**src/rtl/counter_run_ctrl.sv**
```systemverilog
// counter_run_ctrl
// Sequences one loadable up-counter through a commanded run: a command is
// accepted over cmd_valid/cmd_ready, the start value is loaded, increments
// are paced by a prescaler, and carry pulses are counted until the requested
// number of wraps has completed, leaving the counter parked at 0.
//
// Ports
//   clk, rst        clock, asynchronous active-high reset
//   cmd_valid/ready command handshake (ready only while idle)
//   cmd_start       value loaded into the counter
//   cmd_div         one increment every cmd_div+1 run cycles
//   cmd_rounds      carry pulses to run for (0 = load only)
//   pause           freezes prescaler and increments
//   abort           ends a run in progress (LOAD/RUN)
//   cnt_en/load/data drive the counter's en/load/data_in
//   cnt_carry       counter's registered carry_out
//   busy            LOAD or RUN
//   done            one-cycle pulse on normal completion
//   aborted         one-cycle pulse after an abort
//   wraps_done      carry pulses counted in the current/last run (saturating)
module counter_run_ctrl #(
    parameter int unsigned WIDTH = 8,
    parameter int unsigned DIV_W = 8,
    parameter int unsigned RND_W = 8
) (
    input  logic             clk,
    input  logic             rst,
    input  logic             cmd_valid,
    output logic             cmd_ready,
    input  logic [WIDTH-1:0] cmd_start,
    input  logic [DIV_W-1:0] cmd_div,
    input  logic [RND_W-1:0] cmd_rounds,
    input  logic             pause,
    input  logic             abort,
    output logic             cnt_en,
    output logic             cnt_load,
    output logic [WIDTH-1:0] cnt_data,
    input  logic             cnt_carry,
    output logic             busy,
    output logic             done,
    output logic             aborted,
    output logic [RND_W-1:0] wraps_done
);

    localparam logic [1:0] S_IDLE = 2'd0;
    localparam logic [1:0] S_LOAD = 2'd1;
    localparam logic [1:0] S_RUN  = 2'd2;
    localparam logic [1:0] S_DONE = 2'd3;

    localparam logic [RND_W-1:0] ONE_R = RND_W'(1);
    localparam logic [DIV_W-1:0] ONE_D = DIV_W'(1);

    logic [1:0]       r_state;
    logic [WIDTH-1:0] r_start;
    logic [DIV_W-1:0] r_div;
    logic [DIV_W-1:0] r_div_cnt;
    logic [RND_W-1:0] r_rounds;
    logic [RND_W-1:0] r_wraps;
    logic             r_aborted;

    logic w_idle;
    logic w_load;
    logic w_run;
    logic w_tick;
    logic w_last_carry;
    logic w_abort;

    assign w_idle  = (r_state == S_IDLE);
    assign w_load  = (r_state == S_LOAD);
    assign w_run   = (r_state == S_RUN);
    assign w_tick  = (r_div_cnt == r_div);
    assign w_abort = abort & (w_load | w_run);

    // The carry arrives one cycle after the wrap edge, so the increment in the
    // cycle the final carry is seen must be suppressed to leave the count at 0.
    assign w_last_carry = cnt_carry & (r_wraps == (r_rounds - ONE_R));

    assign cmd_ready  = w_idle;
    assign busy       = w_load | w_run;
    assign done       = (r_state == S_DONE);
    assign cnt_load   = w_load;
    assign cnt_data   = r_start;
    assign cnt_en     = w_run & w_tick & ~pause & ~w_last_carry & ~abort;
    assign aborted    = r_aborted;
    assign wraps_done = r_wraps;

    always_ff @(posedge clk or posedge rst) begin
        if (rst) begin
            r_state   <= S_IDLE;
            r_start   <= '0;
            r_div     <= '0;
            r_div_cnt <= '0;
            r_rounds  <= '0;
            r_wraps   <= '0;
            r_aborted <= 1'b0;
        end else begin
            r_aborted <= 1'b0;
            case (r_state)
                S_IDLE: begin
                    if (cmd_valid) begin
                        r_start  <= cmd_start;
                        r_div    <= cmd_div;
                        r_rounds <= cmd_rounds;
                        r_wraps  <= '0;
                        r_state  <= S_LOAD;
                    end
                end
                S_LOAD: begin
                    if (w_abort) begin
                        r_aborted <= 1'b1;
                        r_state   <= S_IDLE;
                    end else begin
                        r_div_cnt <= '0;
                        r_state   <= (r_rounds == '0) ? S_DONE : S_RUN;
                    end
                end
                S_RUN: begin
                    // Abort takes priority over everything, including a final
                    // carry in the same cycle; the wrap tally is left untouched.
                    if (w_abort) begin
                        r_aborted <= 1'b1;
                        r_state   <= S_IDLE;
                    end else begin
                        if (!pause) begin
                            r_div_cnt <= w_tick ? '0 : (r_div_cnt + ONE_D);
                        end
                        // Carries are counted even while paused.
                        if (cnt_carry && (r_wraps != '1)) begin
                            r_wraps <= r_wraps + ONE_R;
                        end
                        if (w_last_carry) begin
                            r_state <= S_DONE;
                        end
                    end
                end
                default: begin
                    r_state <= S_IDLE;
                end
            endcase
        end
    end

endmodule

```
**config.mk**
```make
export PLATFORM = sky130hd
export DESIGN_NAME = counter_run_ctrl
export DESIGN_NICKNAME = d
export VERILOG_FILES = /design/src/rtl/counter_run_ctrl.sv
export SDC_FILE = /design/constraint.sdc
export NUM_CORES = 1
export LEC_CHECK = 0
export BUFFER_PORTS_ARGS = -buffer_cell sky130_fd_sc_hd__buf_2
export CORE_ASPECT_RATIO = 0.9
export CORE_MARGIN = 2
export CORE_UTILIZATION = 35
export CTS_BUF_LIST = sky130_fd_sc_hd__clkbuf_4 sky130_fd_sc_hd__clkbuf_8
export DETAILED_ROUTE_END_ITERATION = 8
export GPL_TIMING_DRIVEN = 0
export PLACE_DENSITY = 0.68
export SLEW_MARGIN = 40
export SYNTH_ARGS = -nofsm -noshare
export SYNTH_HDL_FRONTEND = slang
export SYNTH_SLANG_ARGS = --single-unit
```
**constraint.sdc**
```tcl
create_clock -name clk -period 2.7 [get_ports clk]
set_clock_uncertainty 0.2 [all_clocks]
set_input_delay 0.405 -clock clk [delete_from_list [all_inputs] [get_ports clk]]
set_output_delay 0.405 -clock clk [all_outputs]
set_load 0.01 [all_outputs]
```
Yosys cells after proc, flatten, opt, wreduce, memory -nomap -nowiden
Index checks and enable logic that the tools add are counted.
{"block": "totals", "register_bits": 43, "input_bits": 30, "out_inout_bits": 22, "word_cells": 59}
{"block": "classes", "add_sub_neg": 3, "n_eq_ne": 12, "muxes": 17, "n_bitwise": 10, "n_reduce_logical": 10}
{"operator": "8-bit 2-to-1 mux", "n": 7}
{"operator": "8-bit one-hot mux with 2 select lines", "n": 2}
{"operator": "8-bit by 1-bit adder with 8-bit output, second input constant", "n": 2}
{"operator": "8-bit equality test", "n": 2}
{"operator": "8-bit logical NOT", "n": 1}
{"operator": "2-bit 2-to-1 mux", "n": 4}
{"operator": "2-bit != test, second input constant", "n": 4}
{"operator": "8-bit != test, second input constant", "n": 1}
{"operator": "4-bit AND reduction", "n": 2}
{"operator": "8-bit by 1-bit subtractor with 8-bit output, second input constant", "n": 1}
{"operator": "1-bit bitwise AND", "n": 6}
{"operator": "2-bit one-hot mux with 3 select lines", "n": 1}
{"operator": "2-bit equality test, second input constant", "n": 2}
{"operator": "2-bit AND reduction", "n": 2}
{"operator": "2-bit nonzero test", "n": 2}
{"operator": "1-bit 2-to-1 mux", "n": 3}
{"operator": "3-bit by 1-bit != test with 1-bit output, second input constant", "n": 1}
{"operator": "1-bit NOT", "n": 3}
{"operator": "2-bit by 1-bit equality test with 1-bit output, second input constant", "n": 1}
{"operator": "2-bit logical NOT", "n": 1}
{"operator": "2-bit by 1-bit != test with 1-bit output, second input constant", "n": 1}
{"operator": "2-bit OR reduction", "n": 1}
{"operator": "1-bit logical AND", "n": 1}
{"operator": "1-bit OR", "n": 1}

Depth between registers and ports, before layout
Gate-level depths: netlist of the first run.
{"block": "logic_depth", "depth_word": 6, "ltp_mapped": 9}

Least setup slack after synthesis of the first run
Ideal clock, no wire load.
{"block": "synth_timing", "path_type": "reg2reg", "from": "register r_state[0]", "to": "register r_wraps[3] (netlist: wraps_done[3])", "setup_ns": 0.078, "arrival_time_ns": 1.976, "slack_ns": 0.446, "path_stages_with_launch": 9, "n_path_buf": 1, "path_cell_list": "dfrtp_1 > inv_1 > ha_1 > nand2_1 > nor2_1 > a21oi_1 > clkbuf_1 > or3_1 > a21oi_1"}
{"block": "synth_between", "word_cells_on_any_way": 11}
{"element": "start: declaration", "line": "53", "source": "logic [1:0] r_state;"}
{"element": "start signal: assignment", "line": "114", "source": "r_state <= (r_rounds == '0) ? S_DONE : S_RUN;"}
{"element": "2-bit logical NOT (*)"}
{"element": "via cmd_ready", "line": "29", "source": "output logic cmd_ready,"}
{"element": "2-bit != test (no source line) / 2-bit nonzero test (equally long branches)"}
{"element": "4-bit AND reduction (no source line)"}
{"element": "end signal: assignment", "line": "129", "source": "r_wraps <= r_wraps + ONE_R;"}
{"element": "end: declaration", "line": "58", "source": "logic [RND_W-1:0] r_wraps;"}
The timed path passes the listed nets; every way through them passes the cells marked *.
A chain may end at the register's enable or synchronous reset.

Worst setup path in the final report of the first run
{"block": "layout_timing", "from": "register r_rounds[1]", "to": "output port cnt_en"}
{"block": "layout_between", "elab_chain_len": 6}
{"element": "start: declaration", "line": "57", "source": "logic [RND_W-1:0] r_rounds;"}
{"element": "start signal: assignment", "line": "103", "source": "r_rounds <= cmd_rounds;"}
{"element": "8-bit by 1-bit subtractor with 8-bit output", "line": "76", "source": "assign w_last_carry = cnt_carry & (r_wraps == (r_rounds - ONE_R));"}
{"element": "8-bit equality test", "line": "76"}
{"element": "1-bit bitwise AND", "line": "76"}
{"element": "1-bit NOT", "line": "83", "source": "assign cnt_en = w_run & w_tick & ~pause & ~w_last_carry & ~abort;"}
{"element": "1-bit bitwise AND (2 in a row)", "line": "83"}
{"element": "end: declaration", "line": "35", "source": "output logic cnt_en,"}
Every way passes these cells.

==> flow_summary.toml, run 1 <==
[outcome]
status = "completed"

[clocking]
numCtsBuffers = 5
clk_path_buf_depth = 2
h-tree-depth = 2
cts_tree = "yes"
clock-sinks = 43
clk_latency_ns = 0.30
cts_root_buffer = "clkbuf_8"
clkTransAtPathRegs_ns = 0.09

[final_layout]
antenna_cells = 0
drive_gt1_share_pct = 35.7
finalNetCount = 330
multi_input_area_mm2 = 0.00129
areaGrowthSynthToFinish_pct = 23.9
area.sequential_mm2 = 0.00108
nFillCells = 688

[floorplan]
initial_utilization_pct = 36.1
fp.dieW_um = 90.8
ioPinCount = 52
core_mm2 = 0.00659
die-height_um = 82.1
dieArea_mm2 = 0.00746
rows = 28

[detailed_routing]
wirelength_um = 5170
via_per_inst = 4.97
vias = 1910
drt_iter0_markers = 72
dr.pass1.iters = 4
drc = 0
wl_per_cell_um = 13.5
ant_nets = 0

[synth]
synth.most_common_cell = "dfrtp_1"
yosys.area_share.adder_pct = 3.69
async_flop_share_pct = 100
synth_area_leaders = "dfrtp_1 (45%), mux2_2 (12%), xnor2_1 (6.3%), ha_1 (3.7%), nand2_1 (3.2%)"
ys_seq_area_share_pct = 45.3
synth_compound_area_share_pct = 10.5
synth_edf_count = 0
synthXorXnorAreaFrac_pct = 7.38
synth_cells = 228
synthMuxAreaShare_pct = 12.8
synth_ff_type = "dfrtp_1"
synth_cell_types = 36
ys_ff_latch = 43
syn_area_mm2 = 0.00237
synth.avg_cell_area_um2 = 10.4
yosys_warnings = 0
synth_nets = 265
yosysTopAreaCell = "dfrtp_1"
synth_top_family_by_area = "simple AND/OR/NAND/NOR gates"
synth_top_area_share_pct = 45.3
synth-simple-area-share_pct = 18.3
synth_common_cells = "dfrtp_1 (43), mux2_2 (25), nand2_1 (20)"

[timing]
tns_ns = 0
slew_headroom_pct = 62.6
fin_crit_sh_pct = 97.5
tightest_slew_ns = 0.561
fmax_ghz = 0.380
hold_violations = 0
hold_ws_ns = 0.128
grt_setup_unrepaired = "true"
setup_viol = 0
period_minus_slack_ns = 2.63
finalMaxSlewViolations = 0

[global_route]
grt_pass1_wl_um = 8650
grt_antenna_before_repair = 0
grt_pass1_vias = 1817
grt_usage_pct = 14.7
grt_max_degree = 44
grt_remaining_overflow = 0

[critical_path]
crit_fanout = 4
crit_type = "flip-flop to primary output"
worstPathArrival_ns = 2.03
startpoint_type = "flip-flop"
cp-end-kind = "primary output"
cp.required_ns = 2.10

[placement]
place_congestion = 0.823
numPortBuffers = 51
post-dp-hpwl_um = 3810

[power]
peakVddDrop_uv = 519
p_per_area_mw_per_mm2 = 992
leakagePower_uw = 0.00131

[hold_path]
hp-class = "input pin to flip-flop"

[job]
maxCapViolCount = 0
## path summary, 6_finish.rpt
kind	from	end	cells past startpoint	slack, ns
setup reg to reg	r_rounds[1]$_DFFE_PP0P_	r_state[0]$_DFFE_PP0P_	8	0.22
setup / recovery	r_rounds[1]$_DFFE_PP0P_	cnt_en	6	0.07
min in group asynchronous	rst	r_div[1]$_DFFE_PP0P_	3	0.49
hold / removal	cmd_start[1]	cnt_data[1]$_DFFE_PP0P_	2	0.13
max in group asynchronous	rst	r_rounds[2]$_DFFE_PP0P_	3	1.42
hold reg to reg	r_div_cnt[7]$_DFFE_PP0P_	r_div_cnt[7]$_DFFE_PP0P_	1	0.31
## per-layer routing
layer	track usage (%)	wire length [um]	part of all wire (%)
met5	0	0	0
met1	19.9	2560	49
met4	7.42	106	2.1
met3	3.09	294	5.7
met2	22.6	2210	43
## power by group
group,internal [uW],switching (uW)
Clock,209,237
Combinational,686,698
Sequential,876,214
Total,1770,1150
## through the flow
| step | setup WS (ns) | total power [uW] | cells | util [%] | instance area, um2 |
|---|---|---|---|---|---|
| finish | 0.0673 | 2920 | 384 | 44.7 | 2940 |
| global route | -0.0440 | 3140 | 384 | 44.7 | 2940 |
| CTS | 0.00266 | 2890 | 383 | 44.1 | 2900 |
| detailed placement | 0.0719 | 2390 | 369 | 41.7 | 2750 |
| global placement | 0.138 | 2330 | 369 | 41.6 | 2740 |
| floorplan | 0.446 | 2030 | 228 | - | 2370 |
## worst max-delay path, stage by stage, from the launching register on
cell	delay, ns
dfrtp_1	0.42
or4_4	0.55
nor2_2	0.11
xnor2_1	0.11
nor4_4	0.32
a21oi_2	0.09
buf_2	0.14
## sequential cells by signal (all words and copies together) (netlist names)
name        cells
aborted         1
cnt_data        8
r_div           8
r_div_cnt       8
r_rounds        8
r_state         2
wraps_done      8
## timing repair
| action | CTS | global route |
|---|---|---|
| buffers inserted | 5 | 1 |
| endpoints found under the hold margin | 43 | 0 |
| setup endpoints to repair | 1 | 7 |
| hold buffers | 1 | 0 |
| pin swaps | 1 | 1 |
| gates resized for setup | 3 | 9 |
## final cells by class
cell class,instances,share of cell area [%]
buffer,4,0.553
clock buffer,6,2.81
clock inverter,2,0.553
inverter,9,1.23
multi-input combinational,172,43.9
sequential,43,36.6
tap,90,3.83
timing repair buffer,58,10.5
## layout by cell type (no fill, tap or decap), types with 2 or more instances in the layout
cell       count
inv_1          8
nand2b_1      11
nand3_1        6
nor4_4         2
nor2_1         4
ha_1           6
and3_1         5
xor2_1         3
a22oi_1        2
buf_4          6
clkbuf_1       3
nor3_1         5
buf_2         51
o21ai_1        2
nor2b_1        6
clkbuf_8       6
or3_1          4
mux2_2        25
o211ai_1       3
o31ai_1        3
nand2_1       20
o2111ai_1      2
o21ai_0       13
o22ai_1        2
a21oi_1       10
nand4_1        4
xnor2_1       16
dfrtp_1       42
## cells by family (layout without fill, tap and decap cells)
family	count (synthesis)	count (layout)
AOI/OAI and AO/OA	42	42
xor gates and xnor gates	20	20
adders and majority gates	7	7
buffers and inverters	13	79
DFF	43	43
muxes	27	27
and+or+nand+nor	76	76
No activity file was read; power rests on OpenSTA's default activity.
==> run 2: changes to the inputs <==
Settings changed: PLACE_DENSITY 0.68 to 0.7.
Clock period 2.7 ns to 2.3 ns, I/O delays scaled along.
==> flow_summary.toml, run 2 (synthesis results as in run 1) <==
[outcome]
status = "complete, but fails checks"
violations = "negative setup slack"

[detailed_routing]
dr.pass1.iters = 4
wirelength_um = 5180
via_per_inst = 5.00
drt_iter0_markers = 127
vias = 1926
ant_nets = 0
drc = 0
wl_per_cell_um = 13.5

[timing]
hold_violations = 0
tns_ns = -0.271
tightest_slew_ns = 0.604
period_minus_slack_ns = 2.55
slew_headroom_pct = 59.7
setup_viol = 3
finalMaxSlewViolations = 0
setup_slack_ns = -0.252
fin_crit_sh_pct = 111
fmax_ghz = 0.392
grt_setup_unrepaired = "true"

[clocking]
cts_tree = "yes"
numCtsBuffers = 5
clk_path_buf_depth = 2
cts_root_buffer = "clkbuf_8"
clkTransAtPathRegs_ns = 0.09
clock-sinks = 43
h-tree-depth = 2
clk_latency_ns = 0.29

[critical_path]
cp.required_ns = 1.75
worstPathArrival_ns = 2.01
crit_fanout = 3
startpoint_type = "flip-flop"
crit_type = "flip-flop to primary output"
cp-end-kind = "primary output"

[hold_path]
hp-class = "input pin to flip-flop"

[global_route]
grt_pass1_wl_um = 8810
grt_remaining_overflow = 0
grt_usage_pct = 14.7
grt_max_degree = 43
grt_antenna_before_repair = 0
grt_pass1_vias = 1884

[power]
p_per_area_mw_per_mm2 = 1190
p_total_uw = 3640
peakVddDrop_uv = 550
leakagePower_uw = 0.00134

[final_layout]
drive_gt1_share_pct = 40.0
finalNetCount = 331
antenna_cells = 0
layout_common_cells = "buf_2 (52), dfrtp_1 (41), mux2_2 (24), nand2_1 (19), xnor2_1 (15)"
final_util_pct = 46.2
final_common_cell = "buf_2"
areaGrowthSynthToFinish_pct = 28.2

[job]
maxCapViolCount = 0

[floorplan]
initial_utilization_pct = 36.1
die-height_um = 82.1
ioPinCount = 52
fp.dieW_um = 90.8
rows = 28
dieArea_mm2 = 0.00746
core_mm2 = 0.00659

[placement]
post-dp-hpwl_um = 3840
numPortBuffers = 51
place_congestion = 0.896
## run 2: layout make-up
class	instances	area (um2)
clock buffers	6	82.6
repair buffers	59	330
clock inverters	2	35.0
well taps	90	113
flip-flops and latches	43	1080
plain buffers	4	17.5
multi-input cells	172	1350
inverters	9	36.3
fillers	646	3540
## run 2: metrics by stage
step                      hold slack [ns]  setup slack (ns)  std cells  cell area (um2)
after global routing               0.0737            -0.365        385             3050
after floorplan                     0.272            0.0458        228             2370
final                              0.0784            -0.252        385             3050
after global placement              0.284            -0.252        369             2740
after detailed placement          0.00851            -0.383        370             2770
after CTS                          0.0698            -0.279        382             2980
## run 2: final timing paths
| path | start | end | slack [ns] | depth (start not counted) |
|---|---|---|---|---|
| setup / recovery | r_rounds[0]$_DFFE_PP0P_ | cnt_en | -0.25 | 6 |
| hold / removal | cmd_div[7] | r_div[7]$_DFFE_PP0P_ | 0.08 | 2 |
| setup reg to reg | r_rounds[0]$_DFFE_PP0P_ | r_state[0]$_DFFE_PP0P_ | -0.01 | 7 |
| hold reg to reg | cnt_data[7]$_DFFE_PP0P_ | cnt_data[7]$_DFFE_PP0P_ | 0.30 | 1 |
| max in group asynchronous | rst | r_rounds[2]$_DFFE_PP0P_ | 1.25 | 4 |
| min in group asynchronous | rst | r_div[2]$_DFFE_PP0P_ | 0.26 | 3 |
## run 2: metal layers
metal / global-route usage (%) / part of all wire [%] / up-vias
met5: 0 / 0 / -
met3: 2.81 / 5.1 / 2
met2: 24.3 / 46 / 45
li1: - / - / 943
met4: 5.91 / 0.79 / 0
met1: 19.4 / 48 / 936
## run 2: timing repair
action,CTS,global route
hold endpoints to repair,43,0
pin swaps,2,2
setup buffers,3,3
hold buffers,1,0
resized for setup,16,12
endpoints found under the setup margin,28,35
## run 2: where the power goes
| part | leakage (uW) | internal [uW] | switching (uW) |
|---|---|---|---|
| clock | 0.0000612 | 352 | 256 |
| combinational | 0.000743 | 876 | 863 |
| sequential | 0.000540 | 1030 | 259 |
| total | 0.00134 | 2260 | 1380 |
## run 2: worst max-delay path, stage by stage, from the launching register on
cell and delay [ns]:
dfrtp_1 0.41, or4_4 0.58, nor2_4 0.13, xnor2_2 0.09, nor4_4 0.29, a21oi_2 0.09, buf_2 0.14
